$ cat config.mk
export PLATFORM = sky130hd
export DESIGN_NAME = calc_feeder_flat
export DESIGN_NICKNAME = d
export VERILOG_FILES = /design/src/rtl/calc_feeder_if.sv /design/src/rtl/calc_feeder.sv /design/src/flat_wrapper.sv
export SDC_FILE = /design/constraint.sdc
export NUM_CORES = 1
export LEC_CHECK = 0
export ABC_AREA = 1
export CAP_MARGIN = 40
export CORE_MARGIN = 4
export CORE_UTILIZATION = 41
export DETAILED_ROUTE_END_ITERATION = 10
export PLACE_DENSITY = 0.64
export SYNTH_ARGS = -nofsm -noshare
export SYNTH_HDL_FRONTEND = slang
export SYNTH_SLANG_ARGS = --single-unit
export TNS_END_PERCENT = 5
$ cat constraint.sdc
create_clock -name clk -period 3.75 [get_ports clk]
set_input_delay 0.375 -clock clk [delete_from_list [all_inputs] [get_ports clk]]
set_output_delay 0.375 -clock clk [all_outputs]
set_load 0.02 [all_outputs]
$ cat src/rtl/calc_feeder_if.sv
// Bundle of the feeder's upstream handshake, calc-stage bus and result outputs.
// The feeder uses the slave view; its environment uses the master view.
interface calc_feeder_if #(
  parameter int DEPTH = 4
);
  logic                   inValid;
  logic                   inReady;
  logic [7:0]             inNum1;
  logic [2:0]             inOp;
  logic [7:0]             inNum2;
  logic                   calcValid;
  logic [7:0]             calcData;
  logic [7:0]             calcOut;
  logic                   resValid;
  logic [7:0]             resData;
  logic                   resErr;
  logic [$clog2(DEPTH):0] count;

  modport slave (
    input  inValid, inNum1, inOp, inNum2, calcOut,
    output inReady, calcValid, calcData, resValid, resData, resErr, count
  );

  modport master (
    output inValid, inNum1, inOp, inNum2, calcOut,
    input  inReady, calcValid, calcData, resValid, resData, resErr, count
  );
endinterface

$ cat src/rtl/calc_feeder.sv
// Queues {num1, op, num2} expressions and serialises each legal one into three
// beats for the downstream calc stage, then reports the calc result.
module calc_feeder #(
  parameter int DEPTH = 4
) (
  input  logic          clk,
  input  logic          rst,
  calc_feeder_if.slave  bus
);
  localparam int AW = $clog2(DEPTH);
  localparam logic [AW:0] FULL_COUNT = (AW+1)'(DEPTH);

  typedef enum logic [2:0] {
    IDLE,
    ISSUE_A,
    ISSUE_OP,
    ISSUE_B,
    CAPTURE
  } state_t;

  // ---------------- expression FIFO ----------------
  logic [18:0]   mem [DEPTH];
  logic [AW-1:0] wr_ptr_reg;
  logic [AW-1:0] rd_ptr_reg;
  logic [AW:0]   count_reg;
  logic          push;
  logic          pop;
  logic          full;
  logic          empty;
  logic [18:0]   head;
  logic [7:0]    head_num1;
  logic [2:0]    head_op;
  logic [7:0]    head_num2;
  logic          head_legal;

  assign full       = (count_reg == FULL_COUNT);
  assign empty      = (count_reg == '0);
  assign push       = bus.inValid && !full;
  assign head       = mem[rd_ptr_reg];
  assign head_num1  = head[18:11];
  assign head_op    = head[10:8];
  assign head_num2  = head[7:0];
  assign head_legal = !head_op[2];

  assign bus.inReady = !full;
  assign bus.count   = count_reg;

  generate
    for (genvar gi = 0; gi < DEPTH; gi++) begin : g_entry
      always_ff @(posedge clk) begin
        if (push && (wr_ptr_reg == AW'(gi))) begin
          mem[gi] <= {bus.inNum1, bus.inOp, bus.inNum2};
        end
      end
    end
  endgenerate

  // pop is only ever requested by the FSM when the FIFO is non-empty
  always_ff @(posedge clk) begin
    if (rst) begin
      wr_ptr_reg <= '0;
      rd_ptr_reg <= '0;
      count_reg  <= '0;
    end else begin
      if (push) begin
        wr_ptr_reg <= wr_ptr_reg + AW'(1);
      end
      if (pop) begin
        rd_ptr_reg <= rd_ptr_reg + AW'(1);
      end
      case ({push, pop})
        2'b10:   count_reg <= count_reg + (AW+1)'(1);
        2'b01:   count_reg <= count_reg - (AW+1)'(1);
        default: count_reg <= count_reg;
      endcase
    end
  end

  // ---------------- sequencing FSM ----------------
  state_t     state_reg, state_next;
  logic [2:0] op_reg, op_next;
  logic [7:0] num2_reg, num2_next;
  logic       calc_valid_reg, calc_valid_next;
  logic [7:0] calc_data_reg, calc_data_next;
  logic       res_valid_reg, res_valid_next;
  logic [7:0] res_data_reg, res_data_next;
  logic       res_err_reg, res_err_next;

  always_comb begin
    state_next      = state_reg;
    op_next         = op_reg;
    num2_next       = num2_reg;
    pop             = 1'b0;
    calc_valid_next = 1'b0;
    calc_data_next  = 8'd0;
    res_valid_next  = 1'b0;
    res_data_next   = res_data_reg;
    res_err_next    = res_err_reg;

    case (state_reg)
      IDLE: begin
        if (!empty) begin
          pop = 1'b1;
          if (head_legal) begin
            state_next      = ISSUE_A;
            op_next         = head_op;
            num2_next       = head_num2;
            calc_valid_next = 1'b1;
            calc_data_next  = head_num1;
          end else begin
            // illegal op never touches calc, so its sequence stays aligned
            res_valid_next = 1'b1;
            res_data_next  = 8'd0;
            res_err_next   = 1'b1;
          end
        end
      end
      ISSUE_A: begin
        state_next      = ISSUE_OP;
        calc_valid_next = 1'b1;
        calc_data_next  = {5'b0, op_reg};
      end
      ISSUE_OP: begin
        state_next      = ISSUE_B;
        calc_valid_next = 1'b1;
        calc_data_next  = num2_reg;
      end
      ISSUE_B: begin
        state_next = CAPTURE;
      end
      CAPTURE: begin
        res_valid_next = 1'b1;
        res_data_next  = bus.calcOut;
        res_err_next   = 1'b0;
        // an illegal head waits for IDLE so its pulse cannot collide with this one
        if (!empty && head_legal) begin
          pop             = 1'b1;
          state_next      = ISSUE_A;
          op_next         = head_op;
          num2_next       = head_num2;
          calc_valid_next = 1'b1;
          calc_data_next  = head_num1;
        end else begin
          state_next = IDLE;
        end
      end
      default: begin
        state_next = IDLE;
      end
    endcase
  end

  always_ff @(posedge clk) begin
    if (rst) begin
      state_reg      <= IDLE;
      op_reg         <= 3'd0;
      num2_reg       <= 8'd0;
      calc_valid_reg <= 1'b0;
      calc_data_reg  <= 8'd0;
      res_valid_reg  <= 1'b0;
      res_data_reg   <= 8'd0;
      res_err_reg    <= 1'b0;
    end else begin
      state_reg      <= state_next;
      op_reg         <= op_next;
      num2_reg       <= num2_next;
      calc_valid_reg <= calc_valid_next;
      calc_data_reg  <= calc_data_next;
      res_valid_reg  <= res_valid_next;
      res_data_reg   <= res_data_next;
      res_err_reg    <= res_err_next;
    end
  end

  assign bus.calcValid = calc_valid_reg;
  assign bus.calcData  = calc_data_reg;
  assign bus.resValid  = res_valid_reg;
  assign bus.resData   = res_data_reg;
  assign bus.resErr    = res_err_reg;
endmodule

$ cat src/flat_wrapper.sv
// flat-port wrapper written by rule: the top's interface ports become plain ports
module calc_feeder_flat 
#(
  parameter int DEPTH = 4
)
  (clk, rst, bus_inValid, bus_inNum1, bus_inOp, bus_inNum2, bus_calcOut, bus_inReady, bus_calcValid, bus_calcData, bus_resValid, bus_resData, bus_resErr, bus_count);
  calc_feeder_if #(.DEPTH(DEPTH)) bus_i ();
  input  logic clk;
  input  logic rst;
  input wire logic [$bits(bus_i.inValid)-1:0] bus_inValid;
  input wire logic [$bits(bus_i.inNum1)-1:0] bus_inNum1;
  input wire logic [$bits(bus_i.inOp)-1:0] bus_inOp;
  input wire logic [$bits(bus_i.inNum2)-1:0] bus_inNum2;
  input wire logic [$bits(bus_i.calcOut)-1:0] bus_calcOut;
  output wire logic [$bits(bus_i.inReady)-1:0] bus_inReady;
  output wire logic [$bits(bus_i.calcValid)-1:0] bus_calcValid;
  output wire logic [$bits(bus_i.calcData)-1:0] bus_calcData;
  output wire logic [$bits(bus_i.resValid)-1:0] bus_resValid;
  output wire logic [$bits(bus_i.resData)-1:0] bus_resData;
  output wire logic [$bits(bus_i.resErr)-1:0] bus_resErr;
  output wire logic [$bits(bus_i.count)-1:0] bus_count;
  assign bus_i.inValid = bus_inValid;
  assign bus_i.inNum1 = bus_inNum1;
  assign bus_i.inOp = bus_inOp;
  assign bus_i.inNum2 = bus_inNum2;
  assign bus_i.calcOut = bus_calcOut;
  assign bus_inReady = bus_i.inReady;
  assign bus_calcValid = bus_i.calcValid;
  assign bus_calcData = bus_i.calcData;
  assign bus_resValid = bus_i.resValid;
  assign bus_resData = bus_i.resData;
  assign bus_resErr = bus_i.resErr;
  assign bus_count = bus_i.count;
  calc_feeder #(.DEPTH(DEPTH)) u_core (.clk(clk), .rst(rst), .bus(bus_i));
endmodule
==> impl_metrics.env, run 1 <==
export IMPL_switching_share_pct=30.4
export IMPL_power_frac_comb_pct=25.0
export IMPL_vias=3136
export IMPL_place_congestion=0.764
export IMPL_maxCapViolations=0
export IMPL_post_route_period_util_pct=83.6
export IMPL_cts_tree="done"
export IMPL_core_sq_um=10900
export IMPL_drv_slew=0
export IMPL_dieHeight_microns=114
export IMPL_p_int_mw=3.12
export IMPL_fmax_mhz=319
export IMPL_critPathLaunchType="flip-flop"
export IMPL_reg2reg_setup_slack_ns=0.61
export IMPL_antenna_found_initial=0
export IMPL_die_area_sq_um=13000
export IMPL_numCtsBuffers=17
export IMPL_syn_cell_area_sq_um=4620
export IMPL_wirelength_microns=9250
export IMPL_ys_seq_area_share_pct=67.6
export IMPL_drive_gt1_share_pct=10.8
export IMPL_worst_pin_slew_ns=0.618
export IMPL_gr_total_overflow=0
export IMPL_cts_repair_resized=0
export IMPL_drt_iter0_drc=213
export IMPL_postCtsSetupBuffers=0
export IMPL_mostFrequentLayoutCells="nand2_1 (86), edfxtp_1 (76), clkdlybuf4s50_1 (52)"
export IMPL_postCtsHoldBufs=0
export IMPL_final_core_util_pct=53.8
export IMPL_cts_path_max_buffers=2
export IMPL_root_buffer="clkbuf_16"
export IMPL_vias_per_cell=4.92
export IMPL_ys_ff_latch=118
export IMPL_synthCells=426
export IMPL_hp_class="reg2reg"
export IMPL_finalSetupViolCount=0
export IMPL_grt_pass1_wl_microns=15100
export IMPL_syn_nets=462
export IMPL_drt_pass1_iterations=4
export IMPL_holdWs_ns=0.443
export IMPL_vdd_ir_drop_max_uv=373
export IMPL_ant_nets=0
export IMPL_grt_max_degree=39
export IMPL_die_w_microns=114
export IMPL_cp_arrival_ns=3.42
export IMPL_finalSetupTns_ns=0
export IMPL_power_mw=4.49
export IMPL_hpwl_microns=5980
export IMPL_net_switching_power_mw=1.37
export IMPL_period_needed_ns=3.14
export IMPL_diodes=0
export IMPL_start_util_pct=42.3
export IMPL_worstPathRequired_ns=4.03
export IMPL_area_growth_pct=27.2
export IMPL_worst_path_max_fanout=38
export IMPL_wl_per_cell_microns=14.5
export IMPL_drcViolationCount=0
export IMPL_synth_cell_type_count=26
export IMPL_pin_count=53
export IMPL_clk_insertion_delay_late_ns=0.41
export IMPL_power_density_nw_per_um2=763
export IMPL_cp_end_kind="flip-flop"
export IMPL_status="completed"
export IMPL_power_frac_seq_pct=37.7
export IMPL_largest_register_ffs=76
export IMPL_grtUsageTotal_pct=15.3
export IMPL_yosys_warnings=0
export IMPL_clkPwrFrac_pct=37.3
export IMPL_cts_sinks=118
export IMPL_rsz0062_at_grt="no"
export IMPL_relSlewSlack_pct=58.7
export IMPL_clkTransAtPathRegs_ns=0.05
export IMPL_skew_ns=0.0146
export IMPL_top_register="u_core.mem"
export IMPL_p_leak_nw=2.10
export IMPL_nFillCells=956
export IMPL_finalHoldViolations=0
export IMPL_num_rows=38
export IMPL_layout_commonest_cell="nand2_1"
export IMPL_numPortBuffers=52
export IMPL_final_nets=521
export IMPL_avgSynthCellArea_sq_um=10.8
export IMPL_critical_path_class="reg2reg"
export IMPL_grt_pass1_vias=3113
export IMPL_htreeDepth=4
==> per-layer routing <==
metal	vias up	track usage [%]	routed length, microns
met5	-	0	0
met4	0	6.41	128
met3	11	4.65	531
met2	86	25.8	4560
met1	1466	18.1	4030
li1	1573	-	-
==> final cells by class <==
type                            instances  area [sq um]  area share (%)
Sequential cell                       118          3120            53.1
Multi-Input combinational cell        261          1280            21.8
Timing Repair Buffer                   59           573            9.74
Clock buffer                           23           468            7.96
Tap cell                              140           175            2.98
Clock inverter                          9           150            2.55
Inverter                               28           108            1.83
==> synthesized netlist by cell type <==
cell	number	area, sq um
xor2_1	1	8.76
a21oi_1	33	165
nand3_1	24	120
buf_2	8	40.0
nand3_2	1	10.0
a21oi_4	1	16.3
o21ai_0	41	205
buf_6	3	33.8
nand3_4	1	17.5
inv_2	3	11.3
buf_4	1	7.51
inv_4	1	6.26
nor4_1	1	6.26
nand4_1	6	37.5
dfxtp_1	42	841
ha_1	5	62.6
nor3_1	1	5.00
inv_1	24	90.1
nor2_1	47	176
fa_1	1	20.0
nand2_1	86	323
clkbuf_1	7	26.3
nand2_2	1	6.26
nand2_4	3	33.8
a21oi_2	8	70.1
edfxtp_1	76	2280
==> metrics by stage <==
stage / area, sq um / setup slack, ns / instances
after floorplan: 4620 / 1.51 / 426
after global placement: 5260 / 0.745 / 606
after detailed placement: 5260 / 0.641 / 606
after CTS: 5880 / 0.626 / 638
after global routing: 5880 / 0.324 / 638
final: 5880 / 0.615 / 638
==> final timing paths <==
kind / start / end / cells past startpoint
setup reg to reg: flip-flop / u_core.bus.count[2] / 13
hold / removal: u_core.op_reg[2] / u_core.op_reg[2] / 2
hold reg to reg: u_core.op_reg[2] / u_core.op_reg[2] / 2
setup / recovery: flip-flop / u_core.bus.count[2] / 13
==> cell families after synthesis <==
logic type | share of synthesized area (%)
AND/OR/NAND/NOR | 15.9
flip-flops | 67.6
AO/OA/AOI/OAI | 9.88
buffers and inverters | 4.66
adder cells (fa/ha/maj) | 1.79
XOR/XNOR | 0.190
==> worst max-delay path, cell delays in order (launching register included) <==
cell and delay, ns:
dfxtp_1 0.67, inv_2 0.42, nand2_1 0.18, nand3_1 0.19, nand2_4 0.19, nand2_4 0.14, nand2_1 0.15, ha_1 0.15
inv_1 0.06, fa_1 0.38, a21oi_1 0.14, o21ai_0 0.11, o21ai_0 0.17, a21oi_1 0.05
==> power by group through the flow <==
stage	Sequential [mW]	Clock (mW)	Combinational (mW)
6_report	1.69	1.68	1.12
4_1_cts	1.69	1.70	1.14
3_3_place_gp	1.71	0	1.11
2_1_floorplan	1.74	0	0.797
5_1_grt	1.71	1.77	1.27
3_5_place_dp	1.72	0	1.13
Power figures use the tool's default switching activity.
==> inputs of run 2 (changes only) <==
- PLACE_DENSITY: 0.64 -> 0.67
- clock period: 3.75 -> 2.7 ns (I/O delays scaled with it)
==> run 2 against run 1 <==
Against the previous run:
- largest cell class unchanged
- via count up 0.80%
- critical path type unchanged
- flip-flop and latch count is the same
- combinational power grew 48%
- clock skew fell by 0.0073 ns
- clock power grew 20%
- register-to-register slack got worse by 0.34 ns
==> impl_metrics.env, run 2 (synthesis results as in run 1) <==
export IMPL_status="completed"
export IMPL_vias=3161
export IMPL_multi_input_comb_area_sq_um=1280
export IMPL_antenna_found_initial=0
export IMPL_relSlewSlack_pct=77.1
export IMPL_cp_arrival_ns=2.71
export IMPL_place_congestion=0.774
export IMPL_drt_pass1_iterations=5
export IMPL_finalHoldViolations=0
export IMPL_postCtsHoldBufs=0
export IMPL_gr_total_overflow=0
export IMPL_finalSetupTns_ns=0
export IMPL_crit_buf_inv=3
export IMPL_path_cells="inv_2, buf_4, nand2_4, nand3_4, nand2_4, nand2_4, nand2_1, ha_1, inv_1, fa_1, a21oi_1, o21ai_0, o21ai_0, a21oi_1"
export IMPL_cts_tree="done"
export IMPL_top_register="u_core.mem"
export IMPL_grt_pass1_wl_microns=15000
export IMPL_maxCapViolations=0
export IMPL_hp_class="in2reg"
export IMPL_holdWs_ns=0.434
export IMPL_slowest_delay_ns=0.39
export IMPL_die_w_microns=114
export IMPL_hpwl_microns=5930
export IMPL_numPortBuffers=52
export IMPL_cts_repair_resized=0
export IMPL_worstReg2RegEnd="u_core.bus.count[2]"
export IMPL_drcViolationCount=0
export IMPL_worst_pin_slew_ns=0.343
export IMPL_layout_commonest_cell="nand2_1"
export IMPL_rsz0062_at_grt="no"
export IMPL_drv_slew=0
export IMPL_p_leak_nw=2.09
export IMPL_grtUsageTotal_pct=15.0
export IMPL_postCtsSetupBuffers=0
export IMPL_worst_path_max_fanout=15
export IMPL_htreeDepth=4
export IMPL_root_buffer="clkbuf_16"
export IMPL_seqCellArea_sq_um=3120
export IMPL_critical_path_class="reg2reg"
export IMPL_min_path_cells=3
export IMPL_diodes=0
export IMPL_grt_pass1_vias=3148
export IMPL_ant_nets=0
export IMPL_post_route_period_util_pct=89.7
export IMPL_critPathLaunchType="flip-flop"
export IMPL_clk_insertion_delay_late_ns=0.40
export IMPL_cts_path_max_buffers=2
export IMPL_min_to="u_core.bus.resData[6]"
export IMPL_cp_slowest_cell="dfxtp_1"
export IMPL_numCtsBuffers=17
export IMPL_r2r_cells=14
export IMPL_wirelength_microns=9250
export IMPL_pin_count=53
export IMPL_power_density_nw_per_um2=1020
export IMPL_grt_max_degree=29
export IMPL_vias_per_cell=4.92
export IMPL_cts_sinks=118
export IMPL_skew_ns=0.00735
export IMPL_num_rows=38
export IMPL_placed_area_sq_um=5310
export IMPL_mostFrequentLayoutCells="nand2_1 (86), edfxtp_1 (76), clkdlybuf4s50_1 (52)"
export IMPL_drive_gt1_share_pct=11.9
export IMPL_finalNonFillerCells=643
export IMPL_core_sq_um=10900
export IMPL_final_nets=526
export IMPL_largest_register_ffs=76
export IMPL_worstPathRequired_ns=2.99
export IMPL_start_util_pct=42.3
export IMPL_cpMostUsedCell="nand2_4"
export IMPL_nFillCells=944
export IMPL_drt_iter0_drc=141
export IMPL_period_needed_ns=2.42
export IMPL_reg2reg_setup_slack_ns=0.28
export IMPL_hp_start="bus_calcOut[6]"
export IMPL_clkTransAtPathRegs_ns=0.05
export IMPL_area_growth_pct=26.7
export IMPL_cp_top_family="simple AND/OR/NAND/NOR gates"
export IMPL_die_area_sq_um=13000
export IMPL_power_mw=6.00
export IMPL_fmax_mhz=413
export IMPL_cp_end_kind="flip-flop"
export IMPL_wl_per_cell_microns=14.4
export IMPL_dieHeight_microns=114
export IMPL_finalSetupViolCount=0
export IMPL_vdd_ir_drop_max_uv=449
export IMPL_dp_cells=611
export IMPL_finish_instance_area_sq_um=5860
## run 2: cell types whose count changed in the layout (fill, tap and decap cells not counted), moves of 2 or more
| cell | before | now |
|---|---|---|
| clkinv_4 | 0 | 2 |
| buf_4 | 7 | 11 |
| bufinv_16 | 4 | 1 |
| clkbuf_8 | 2 | 0 |
| clkinvlp_4 | 2 | 4 |
## run 2: per-stage QoR
stage,setup WS (ns),utilization (%)
floorplan,0.464,-
global placement,0.375,48.6
detailed placement,0.336,48.6
CTS,0.302,53.5
global route,0.0804,53.5
finish,0.278,53.5
## run 2: cell type report
| cell class | count | area share [%] |
|---|---|---|
| Sequential cell | 118 | 53.3 |
| Multi-Input combinational cell | 261 | 21.9 |
| Timing Repair Buffer | 64 | 10.6 |
| Clock buffer | 20 | 7.46 |
| Tap cell | 140 | 2.99 |
| Inverter | 28 | 1.84 |
| Clock inverter | 12 | 1.82 |
## run 2: metal layers
layer | vias to the layer above | wire [microns] | GRT usage [%]
li1 | 1579 | - | -
met1 | 1491 | 3970 | 17.9
met2 | 79 | 4600 | 25.2
met3 | 12 | 554 | 4.12
met4 | 0 | 121 | 6.97
met5 | - | 0 | 0
## run 2: tightest hold or removal path, delay by kind of cell
| kind | cells | cell delay [ns] |
|---|---|---|
| AOI/OAI and AO/OA | 1 | 0.06 |
| buffers and inverters | 1 | 0.40 |
| and+or+nand+nor | 1 | 0.06 |
## run 2: worst max-delay path by stage
stage                             start                   to  cells after the start
global route                  flip-flop  u_core.bus.count[2]                     14
finish                        flip-flop  u_core.bus.count[2]                     14
global placement              flip-flop  u_core.bus.count[2]                     14
CTS                           flip-flop  u_core.bus.count[2]                     14
floorplan           u_core.bus.count[1]     u_core.mem[0][0]                      4
detailed placement            flip-flop  u_core.bus.count[2]                     14
## run 2: where the power goes
| group | switching (mW) | total [mW] | internal, mW |
|---|---|---|---|
| Combinational | 1.07 | 1.66 | 0.588 |
| Clock | 0.765 | 2.02 | 1.26 |
| Sequential | 0.111 | 2.32 | 2.21 |
==> inputs of run 3 (changes only) <==
- PLACE_DENSITY: 0.67 -> 0.64
- clock period: 2.7 -> 2.45 ns (I/O delays scaled with it)
==> run 3 against run 2 <==
Against the previous run:
- routed wire length is 0.38% higher
- register-to-register slack worse by 0.05 ns
- via count is 0.73% higher
- total power is 8.4% higher
- sequential power is 10% higher
- die area stayed put
- non-clock buffer count is 1 higher
- largest power group unchanged
- worst hold slack worse by 0.032 ns
- flip-flop and latch count stayed put
- maximum frequency is 9.2% higher
- critical path depth is 1 lower
- clock skew is 0.0034 ns higher
==> impl_metrics.env, run 3 (synthesis results as in run 1) <==
export IMPL_hp_class="in2reg"
export IMPL_status="completed"
export IMPL_antenna_found_initial=0
export IMPL_drv_slew=0
export IMPL_grt_pass1_wl_microns=14900
export IMPL_hpwl_microns=5870
export IMPL_critPathLaunchType="flip-flop"
export IMPL_place_ws_ns=0.155
export IMPL_cts_path_max_buffers=2
export IMPL_drt_pass1_iterations=4
export IMPL_num_rows=38
export IMPL_grt_max_degree=28
export IMPL_vias=3184
export IMPL_drive_gt1_share_pct=12.5
export IMPL_postCtsSetupBuffers=0
export IMPL_root_buffer="clkbuf_16"
export IMPL_mostFrequentLayoutCells="nand2_1 (86), edfxtp_1 (76), clkdlybuf4s50_1 (52)"
export IMPL_die_area_sq_um=13000
export IMPL_met3_usage_pct=4.60
export IMPL_grtUsageTotal_pct=15.0
export IMPL_worstPathRequired_ns=2.74
export IMPL_grt_pass1_vias=3083
export IMPL_finalHoldViolations=0
export IMPL_start_util_pct=42.3
export IMPL_top_register="u_core.mem"
export IMPL_area_growth_pct=26.3
export IMPL_period_needed_ns=2.22
export IMPL_cp_arrival_ns=2.51
export IMPL_pin_count=53
export IMPL_wl_per_cell_microns=14.4
export IMPL_diodes=0
export IMPL_path_cells="inv_2, nand2_1, nand3_1, nand2_4, nand2_4, nand2_1, ha_1, inv_1, fa_1, a21oi_1, o21ai_0, o21ai_0, a21oi_1"
export IMPL_dieHeight_microns=114
export IMPL_largest_register_ffs=76
export IMPL_relSlewSlack_pct=70.8
export IMPL_grt_busiest_layer="met2"
export IMPL_gr_total_overflow=0
export IMPL_power_density_nw_per_um2=1110
export IMPL_postCtsHoldBufs=0
export IMPL_drt_iter0_drc=152
export IMPL_slowest_delay_ns=0.38
export IMPL_worst_pin_slew_ns=0.436
export IMPL_p_leak_nw=2.08
export IMPL_worst_path_max_fanout=8
export IMPL_use_met1_pct=18.1
export IMPL_vdd_ir_drop_max_uv=465
export IMPL_cp_slowest_cell="fa_1"
export IMPL_skew_ns=0.0108
export IMPL_hp_start="bus_calcOut[5]"
export IMPL_vias_per_cell=4.94
export IMPL_htreeDepth=4
export IMPL_post_route_period_util_pct=90.5
export IMPL_use_met2_pct=25.3
export IMPL_final_nets=527
export IMPL_cts_repair_resized=0
export IMPL_numPortBuffers=52
export IMPL_layout_commonest_cell="nand2_1"
export IMPL_ant_nets=0
export IMPL_rsz0062_at_grt="no"
export IMPL_finalSetupViolCount=0
export IMPL_core_sq_um=10900
export IMPL_drcViolationCount=0
export IMPL_cts_tree="done"
export IMPL_finalSetupTns_ns=0
export IMPL_numCtsBuffers=17
export IMPL_maxCapViolations=0
export IMPL_clkTransAtPathRegs_ns=0.06
export IMPL_die_w_microns=114
export IMPL_wirelength_microns=9280
export IMPL_cp_top_family="simple AND/OR/NAND/NOR gates"
export IMPL_crit_buf_inv=2
export IMPL_place_congestion=0.765
export IMPL_clk_insertion_delay_late_ns=0.40
export IMPL_critical_path_class="reg2reg"
export IMPL_cts_sinks=118
export IMPL_fin_ws_ns=0.233
export IMPL_cp_end_kind="flip-flop"
export IMPL_fmax_mhz=451
==> run 3: cell count changes in the layout (fill, tap and decap cells not counted), sizes merged <==
cell      change
buf           +1
clkinv        +3
clkbuf        -3
bufinv        -1
clkinvlp      +2
inv           -1
==> run 3: cell type report <==
type / instances / area (sq um)
fillers: 965 / 5100
flip-flops and latches: 118 / 3120
multi-input cells: 261 / 1280
repair buffers: 65 / 631
clock buffers: 17 / 425
well taps: 140 / 175
inverters: 28 / 108
clock inverters: 15 / 91.3
==> run 3: power breakdown <==
| group | switching [mW] | leakage, nW | internal [mW] |
|---|---|---|---|
| Combinational | 1.18 | 0.797 | 0.662 |
| Clock | 0.841 | 0.241 | 1.27 |
| Sequential | 0.123 | 1.04 | 2.43 |
==> run 3: worst paths after layout <==
kind	endpoint	slack [ns]	depth (start not counted)
worst max register to register	u_core.bus.count[2]	0.23	13
worst min register to register	u_core.op_reg[2]	0.44	2
worst min-delay path	u_core.bus.resData[5]	0.40	3
worst max-delay path	u_core.bus.count[2]	0.23	13
==> run 3: stage by stage <==
| stage | area (sq um) | power, mW | instances | hold WS, ns | utilization (%) |
|---|---|---|---|---|---|
| after CTS | 5840 | 6.57 | 644 | 0.395 | 53.4 |
| after global placement | 5320 | 4.39 | 612 | 0.429 | 48.6 |
| after floorplan | 4620 | 3.88 | 426 | 0.344 | - |
| after global routing | 5840 | 6.94 | 644 | 0.417 | 53.4 |
| final | 5840 | 6.51 | 644 | 0.403 | 53.4 |
| after detailed placement | 5320 | 4.44 | 612 | 0.436 | 48.6 |
==> run 3: worst min-delay path: cells and delay by family <==
| family | cells | cell delay, ns |
|---|---|---|
| buf+inv | 1 | 0.39 |
| simple gates | 1 | 0.06 |
| compound gates | 1 | 0.05 |
==> run 3: per-layer routing <==
metal / vias up / part of all wire, %
li1: 1581 / -
met1: 1498 / 43
met2: 100 / 50
met3: 5 / 6.4
met4: 0 / 0.94
met5: - / 0
==> edit 1 (flow settings as in run 2) <==
`calc_data_reg` and `res_data_reg` no longer have a reset.
--- a/src/rtl/calc_feeder.sv
+++ b/src/rtl/calc_feeder.sv
@@ -156,20 +156,21 @@
       op_reg         <= 3'd0;
       num2_reg       <= 8'd0;
       calc_valid_reg <= 1'b0;
-      calc_data_reg  <= 8'd0;
       res_valid_reg  <= 1'b0;
-      res_data_reg   <= 8'd0;
       res_err_reg    <= 1'b0;
     end else begin
       state_reg      <= state_next;
       op_reg         <= op_next;
       num2_reg       <= num2_next;
       calc_valid_reg <= calc_valid_next;
-      calc_data_reg  <= calc_data_next;
       res_valid_reg  <= res_valid_next;
-      res_data_reg   <= res_data_next;
       res_err_reg    <= res_err_next;
     end
+  end
+
+  always_ff @(posedge clk) begin
+    calc_data_reg <= calc_data_next;
+    res_data_reg  <= res_data_next;
   end
 
   assign bus.calcValid = calc_valid_reg;
Formal check against the unedited RTL: differs if rst is asserted again (counterexample within 4 cycles, from zero or initial values and one cycle with rst high); with rst held inactive, the same outputs for 10 cycles.
==> edit 1 against run 2 <==
Count of clock-buffer cells in the layout is 3 lower. Synthesized area is 2.2% lower. Fmax is 13% higher. Worst setup slack better by 290 ps. Non-clock buffer count is 4 lower. Final area is 1.6% lower. Sequential cell count stayed put. Total power is 6.5% higher. Routed wire length is 2.8% lower. Critical endpoint unchanged. Largest power group unchanged.
==> edit 1: results (changes against run 2) <==
place.port_buffers: 52  # unchanged
cp_slowest_cell: "sky130_fd_sc_hd__fa_1"  # was sky130_fd_sc_hd__dfxtp_1
totalWireLength_um: 8980  # was 9250 um
critPathArrivalTime_ps: 2540  # was 2710 ps
ctsHtreeMaxLevel: 4  # unchanged
dp_hpwl_um: 5420  # was 5930 um
outcome: "completed"  # unchanged
initial_antenna_violation_count: 0  # unchanged
post_synth_xor_area_fraction_pct: 0.194  # was 0.189%
fraction_of_the_mapped_netlist_area_in_adder_cells_pct: 1.83  # was 1.79%
synth.yosys.seq_area_share_pct: 70.9  # was 67.6%
reg2reg_depth: 11  # was 14
cts_inserted_buffers: 17  # unchanged
timing.critical_path.max_delay_family: "compound AO/OA/AOI/OAI gates"  # was simple AND/OR/NAND/NOR gates
critPathMaxStageDelay_ps: 380
clk_pin_slew_ps: 60
insertion_delay_ps: 510  # was 400 ps
critPathMaxFanout: 5  # was 15
num_vias: 2991  # was 3161
placed_area_um2: 5190  # was 5310 um^2
grt_use_total_pct: 14.8  # was 15.0%
logic_gate_share_of_total_power_pct: 28.1  # was 27.6%
post_synth_most_frequent_cells: "84 x sky130_fd_sc_hd__edfxtp_1, 72 x sky130_fd_sc_hd__nand2_1, 60 x sky130_fd_sc_hd__nor2_1"  # was 86 x sky130_fd_sc_hd__nand2_1, 76 x sky130_fd_sc_hd__edfxtp_1, 47 x sky130_fd_sc_hd__nor2_1
largest_register_ff_count: 76  # unchanged
clock-root-buffer: "sky130_fd_sc_hd__clkbuf_8"  # was sky130_fd_sc_hd__clkbuf_16
synth.net_count: 440  # was 462
leakagePower_nw: 2.20  # was 2.09 nW
rr_startpoint: "u_core.bus.count[1]$_SDFFE_PP0P_"
worst-slew-pin-transition_ps: 589  # was 343 ps
drt-pass1-iter-count: 4  # was 5
first_iter_violations: 122  # was 141
synth_edf_count: 84  # was 76
yosysUniqueCellTypes: 24  # was 26
synth_area_leaders: "sky130_fd_sc_hd__edfxtp_1 56%, sky130_fd_sc_hd__dfxtp_1 15%, sky130_fd_sc_hd__nand2_1 6.0%, sky130_fd_sc_hd__nor2_1 5.0%, sky130_fd_sc_hd__o21ai_0 3.4%"  # was sky130_fd_sc_hd__edfxtp_1 49%, sky130_fd_sc_hd__dfxtp_1 18%, sky130_fd_sc_hd__nand2_1 7.0%, sky130_fd_sc_hd__o21ai_0 4.4%, sky130_fd_sc_hd__nor2_1 3.8%
drive_gt1_share_pct: 9.58  # was 11.9%
hold_class: "primary input to flop"  # unchanged
worst_ir_drop_vdd_mv: 0.525  # was 0.449 mV
grt_max_degree: 37  # was 29
finClkSkew_ps: 7.84  # was 7.35 ps
p_int_mw: 4.36  # was 4.05 mW
synth-compound-area-share_pct: 7.78  # was 9.88%
clk_path_buf_depth: 2  # unchanged
reg2reg_slack_ps: 560  # was 280 ps
gp_congestion: 0.739  # was 0.774
global_route_wire_length_before_repair_um: 14500  # was 15000 um
nNetsFinal: 503  # was 526
first_global_vias: 2945  # was 3148
yosys-mux-area-fraction_pct: 0  # unchanged
==> edit 1: changes by cell type after synthesis, moves of 10 or more <==
cell	before	now
sky130_fd_sc_hd__nand2_1	86	72
sky130_fd_sc_hd__nor2_1	47	60
sky130_fd_sc_hd__a21oi_1	33	21
sky130_fd_sc_hd__inv_1	24	36
sky130_fd_sc_hd__o21ai_0	41	31
sky130_fd_sc_hd__o22ai_1	0	10
==> edit 1: stage by stage <==
step           std cells  setup WS, ps  hold WS (ps)  util, %
6_report             620           564           381     53.4
5_1_grt              620           310           378     53.4
4_1_cts              620           579           362     53.4
3_5_place_dp         588           559           441     48.1
3_3_place_gp         588           625           433     48.1
2_1_floorplan        404           498           369        -
==> edit 1: how the worst min path moves through the flow <==
stage | from | to | slack, ps | cells past startpoint
after detailed placement | u_core.op_reg[2]$_SDFFE_PP0P_ | u_core.op_reg[2]$_SDFFE_PP0P_ | 440 | 2
after CTS | bus_inNum2[3] | u_core.mem[3][3]$_DFFE_PP_ | 360 | 1
after global placement | u_core.op_reg[2]$_SDFFE_PP0P_ | u_core.op_reg[2]$_SDFFE_PP0P_ | 430 | 2
after global routing | bus_inNum2[5] | u_core.mem[3][5]$_DFFE_PP_ | 380 | 1
final | bus_inNum2[3] | u_core.mem[3][3]$_DFFE_PP_ | 380 | 1
after floorplan | bus_inNum2[0] | u_core.mem[0][0]$_DFFE_PP_ | 370 | 0
==> edit 1: kinds of logic (layout without fill, tap and decap cells) <==
group / Yosys count / count (layout)
and+or+nand+nor: 156 / 156
DFF: 118 / 118
AOI/OAI and AO/OA: 67 / 67
buffers and inverters: 56 / 132
adders and majority gates: 6 / 6
xor gates and xnor gates: 1 / 1
==> edit 1: power by group through the flow <==
| stage | Sequential (mW) | Combinational [mW] | Clock, mW |
|---|---|---|---|
| 2_1_floorplan | 2.62 | 1.07 | 0 |
| 3_3_place_gp | 2.48 | 1.77 | 0 |
| 3_5_place_dp | 2.48 | 1.80 | 0 |
| 4_1_cts | 2.45 | 1.82 | 2.18 |
| 5_1_grt | 2.48 | 2.02 | 2.27 |
| 6_report | 2.45 | 1.80 | 2.15 |
==> edit 1: final cells by class <==
class,instances,area [um^2]
well taps,140,175
inverters,40,150
multi-input cells,230,1080
flip-flops and latches,118,3200
fillers,937,5030
clock buffers,17,414
clock inverters,15,163
repair buffers,60,581
==> edit 1: metal layers <==
layer / global-route usage [%] / vias up / part of all wire (%)
met3: 4.92 / 14 / 6.0
li1: - / 1493 / -
met1: 17.6 / 1406 / 44
met4: 5.61 / 0 / 1.4
met5: 0 / - / 0
met2: 24.9 / 78 / 49
==> edit 2 (config.mk and constraints of run 2) <==
Without the edit above. `DEPTH` is set to 4 in 3 places; all go to 2.
--- a/src/rtl/calc_feeder_if.sv
+++ b/src/rtl/calc_feeder_if.sv
@@ -1,7 +1,7 @@
 // Bundle of the feeder's upstream handshake, calc-stage bus and result outputs.
 // The feeder uses the slave view; its environment uses the master view.
 interface calc_feeder_if #(
-  parameter int DEPTH = 4
+  parameter int DEPTH = 2
 );
   logic                   inValid;
   logic                   inReady;
--- a/src/rtl/calc_feeder.sv
+++ b/src/rtl/calc_feeder.sv
@@ -1,7 +1,7 @@
 // Queues {num1, op, num2} expressions and serialises each legal one into three
 // beats for the downstream calc stage, then reports the calc result.
 module calc_feeder #(
-  parameter int DEPTH = 4
+  parameter int DEPTH = 2
 ) (
   input  logic          clk,
   input  logic          rst,
--- a/src/flat_wrapper.sv
+++ b/src/flat_wrapper.sv
@@ -1,7 +1,7 @@
 // flat-port wrapper written by rule: the top's interface ports become plain ports
 module calc_feeder_flat 
 #(
-  parameter int DEPTH = 4
+  parameter int DEPTH = 2
 )
   (clk, rst, bus_inValid, bus_inNum1, bus_inOp, bus_inNum2, bus_calcOut, bus_inReady, bus_calcValid, bus_calcData, bus_resValid, bus_resData, bus_resErr, bus_count);
   calc_feeder_if #(.DEPTH(DEPTH)) bus_i ();
Ports: changed (resized bus_count); port bits go from 53 to 52. The function was not compared with the original's and may differ.
==> edit 2 against run 2 <==
Via count is 34% lower. Worst setup slack better by 600 ps. Fmax is 33% higher. Clock skew hardly changed. Core utilization is 0.96 points higher. Synthesized area is 36% lower. Sequential cell count is 42 lower. Final area is 36% lower. Routed wire length is 40% lower. Total power is 38% lower. Count of clock-buffer cells in the layout is 8 lower. Hold slack better by 26 ps.
==> edit 2: results (changes against run 2) <==
place.port_buffers: 51  # was 52
yosys-mux-area-fraction_pct: 0  # unchanged
placement.setup.worst_slack_ps: 868  # was 336 ps
post_synth_xor_area_fraction_pct: 0  # was 0.189%
dp.cells: 433  # was 611
gp_congestion: 0.823  # was 0.774
critPathArrivalTime_ps: 2070  # was 2710 ps
route.detailed.wl_per_inst_um: 12.3  # was 14.4 um
first_iter_violations: 116  # was 141
totalWireLength_um: 5530  # was 9250 um
nNetsFinal: 379  # was 526
global_route_wire_length_before_repair_um: 9280  # was 15000 um
grt_max_degree: 22  # was 29
critPathMaxFanout: 19  # was 15
num_vias: 2080  # was 3161
asyncSetResetFlopFracSynth_pct: 0  # unchanged
clock-root-buffer: "sky130_fd_sc_hd__clkbuf_8"  # was sky130_fd_sc_hd__clkbuf_16
synth_flop_cell: "sky130_fd_sc_hd__edfxtp_1"  # unchanged
critPathMaxStageDelay_ps: 330  # was 390 ps
synth.yosys.seq_area_share_pct: 64.2  # was 67.6%
drive_gt1_share_pct: 15.6  # was 11.9%
placed_area_um2: 3550  # was 5310 um^2
fillCellCount: 665  # was 944
diodes: 0  # unchanged
grt_use_total_pct: 13.8  # was 15.0%
slew_headroom_pct: 55.1  # was 77.1%
clk_pin_slew_ps: 80  # was 50 ps
ctsHtreeMaxLevel: 3  # was 4
dp_hpwl_um: 3730  # was 5930 um
leakagePower_nw: 1.46  # was 2.09 nW
synth-compound-area-share_pct: 7.48  # was 9.88%
cp_slowest_cell: "sky130_fd_sc_hd__ha_1"  # was sky130_fd_sc_hd__dfxtp_1
cts_inserted_buffers: 9  # was 17
drt-pass1-iter-count: 4  # was 5
yosysUniqueCellTypes: 25  # was 26
synth.net_count: 321  # was 462
finClkSkew_ps: 7.30  # was 7.35 ps
syn_area_cell_um2: 10.2  # was 10.8 um^2
post_synth_most_frequent_cells: "86 x sky130_fd_sc_hd__nand2_1, 38 x sky130_fd_sc_hd__dfxtp_1, 38 x sky130_fd_sc_hd__edfxtp_1"  # was 86 x sky130_fd_sc_hd__nand2_1, 76 x sky130_fd_sc_hd__edfxtp_1, 47 x sky130_fd_sc_hd__nor2_1
worst_ir_drop_vdd_mv: 0.347  # was 0.449 mV
hold_class: "flop to flop"  # was primary input to flop
insertion_delay_ps: 340  # was 400 ps
outcome: "completed"  # unchanged
timing.critical_path.max_delay_family: "compound AO/OA/AOI/OAI gates"  # was simple AND/OR/NAND/NOR gates
synth_edf_count: 38  # was 76
synth_area_leaders: "sky130_fd_sc_hd__edfxtp_1 39%, sky130_fd_sc_hd__dfxtp_1 26%, sky130_fd_sc_hd__nand2_1 11%, sky130_fd_sc_hd__a21oi_1 4.1%, sky130_fd_sc_hd__nor2_1 3.7%"  # was sky130_fd_sc_hd__edfxtp_1 49%, sky130_fd_sc_hd__dfxtp_1 18%, sky130_fd_sc_hd__nand2_1 7.0%, sky130_fd_sc_hd__o21ai_0 4.4%, sky130_fd_sc_hd__nor2_1 3.8%
fraction_of_the_mapped_netlist_area_in_adder_cells_pct: 0.423  # was 1.79%
largest_register_ff_count: 38  # was 76
edit 2: layout make-up:
cell class	count	area, um^2	share of cell area (%)
flip-flops and latches	76	1900	50.5
repair buffers	55	541	14.4
inverters	17	66.3	1.76
clock buffers	12	166	4.42
clock inverters	4	45.0	1.20
well taps	96	120	3.19
multi-input cells	189	925	24.6
edit 2: worst register-to-register path: cells and delay by family (launching register included):
kind | cells | cell delay (ps)
AO/OA/AOI/OAI | 3 | 420
adder cells (fa/ha/maj) | 1 | 330
buffers and inverters | 1 | 280
flip-flops | 1 | 320
AND/OR/NAND/NOR | 5 | 400
edit 2: power breakdown:
part	switching, mW	total, mW	leakage (nW)	internal [mW]
registers	0.108	1.56	0.665	1.45
clock network	0.402	0.905	0.103	0.503
logic	0.810	1.26	0.690	0.454
total	1.32	3.73	1.46	2.41
edit 2: layer usage:
layer / share of wire, % / vias up / GRT usage, % / wire length (um)
li1: - / 1065 / - / -
met1: 45 / 946 / 15.7 / 2480
met2: 47 / 59 / 23.9 / 2610
met3: 6.1 / 10 / 4.10 / 337
met4: 1.9 / 0 / 5.86 / 104
met5: 0 / - / 0 / 0
edit 2: path summary, 6_finish.rpt:
kind / end / cells past startpoint / start / slack [ps]
hold reg to reg: u_core.op_reg[2]$_SDFFE_PP0P_ / 2 / u_core.op_reg[2]$_SDFFE_PP0P_ / 460
setup reg to reg: u_core.bus.count[1]$_SDFFE_PP0P_ / 10 / flop / 880
setup / recovery: u_core.bus.count[1]$_SDFFE_PP0P_ / 10 / flop / 880
hold / removal: u_core.op_reg[2]$_SDFFE_PP0P_ / 2 / u_core.op_reg[2]$_SDFFE_PP0P_ / 460
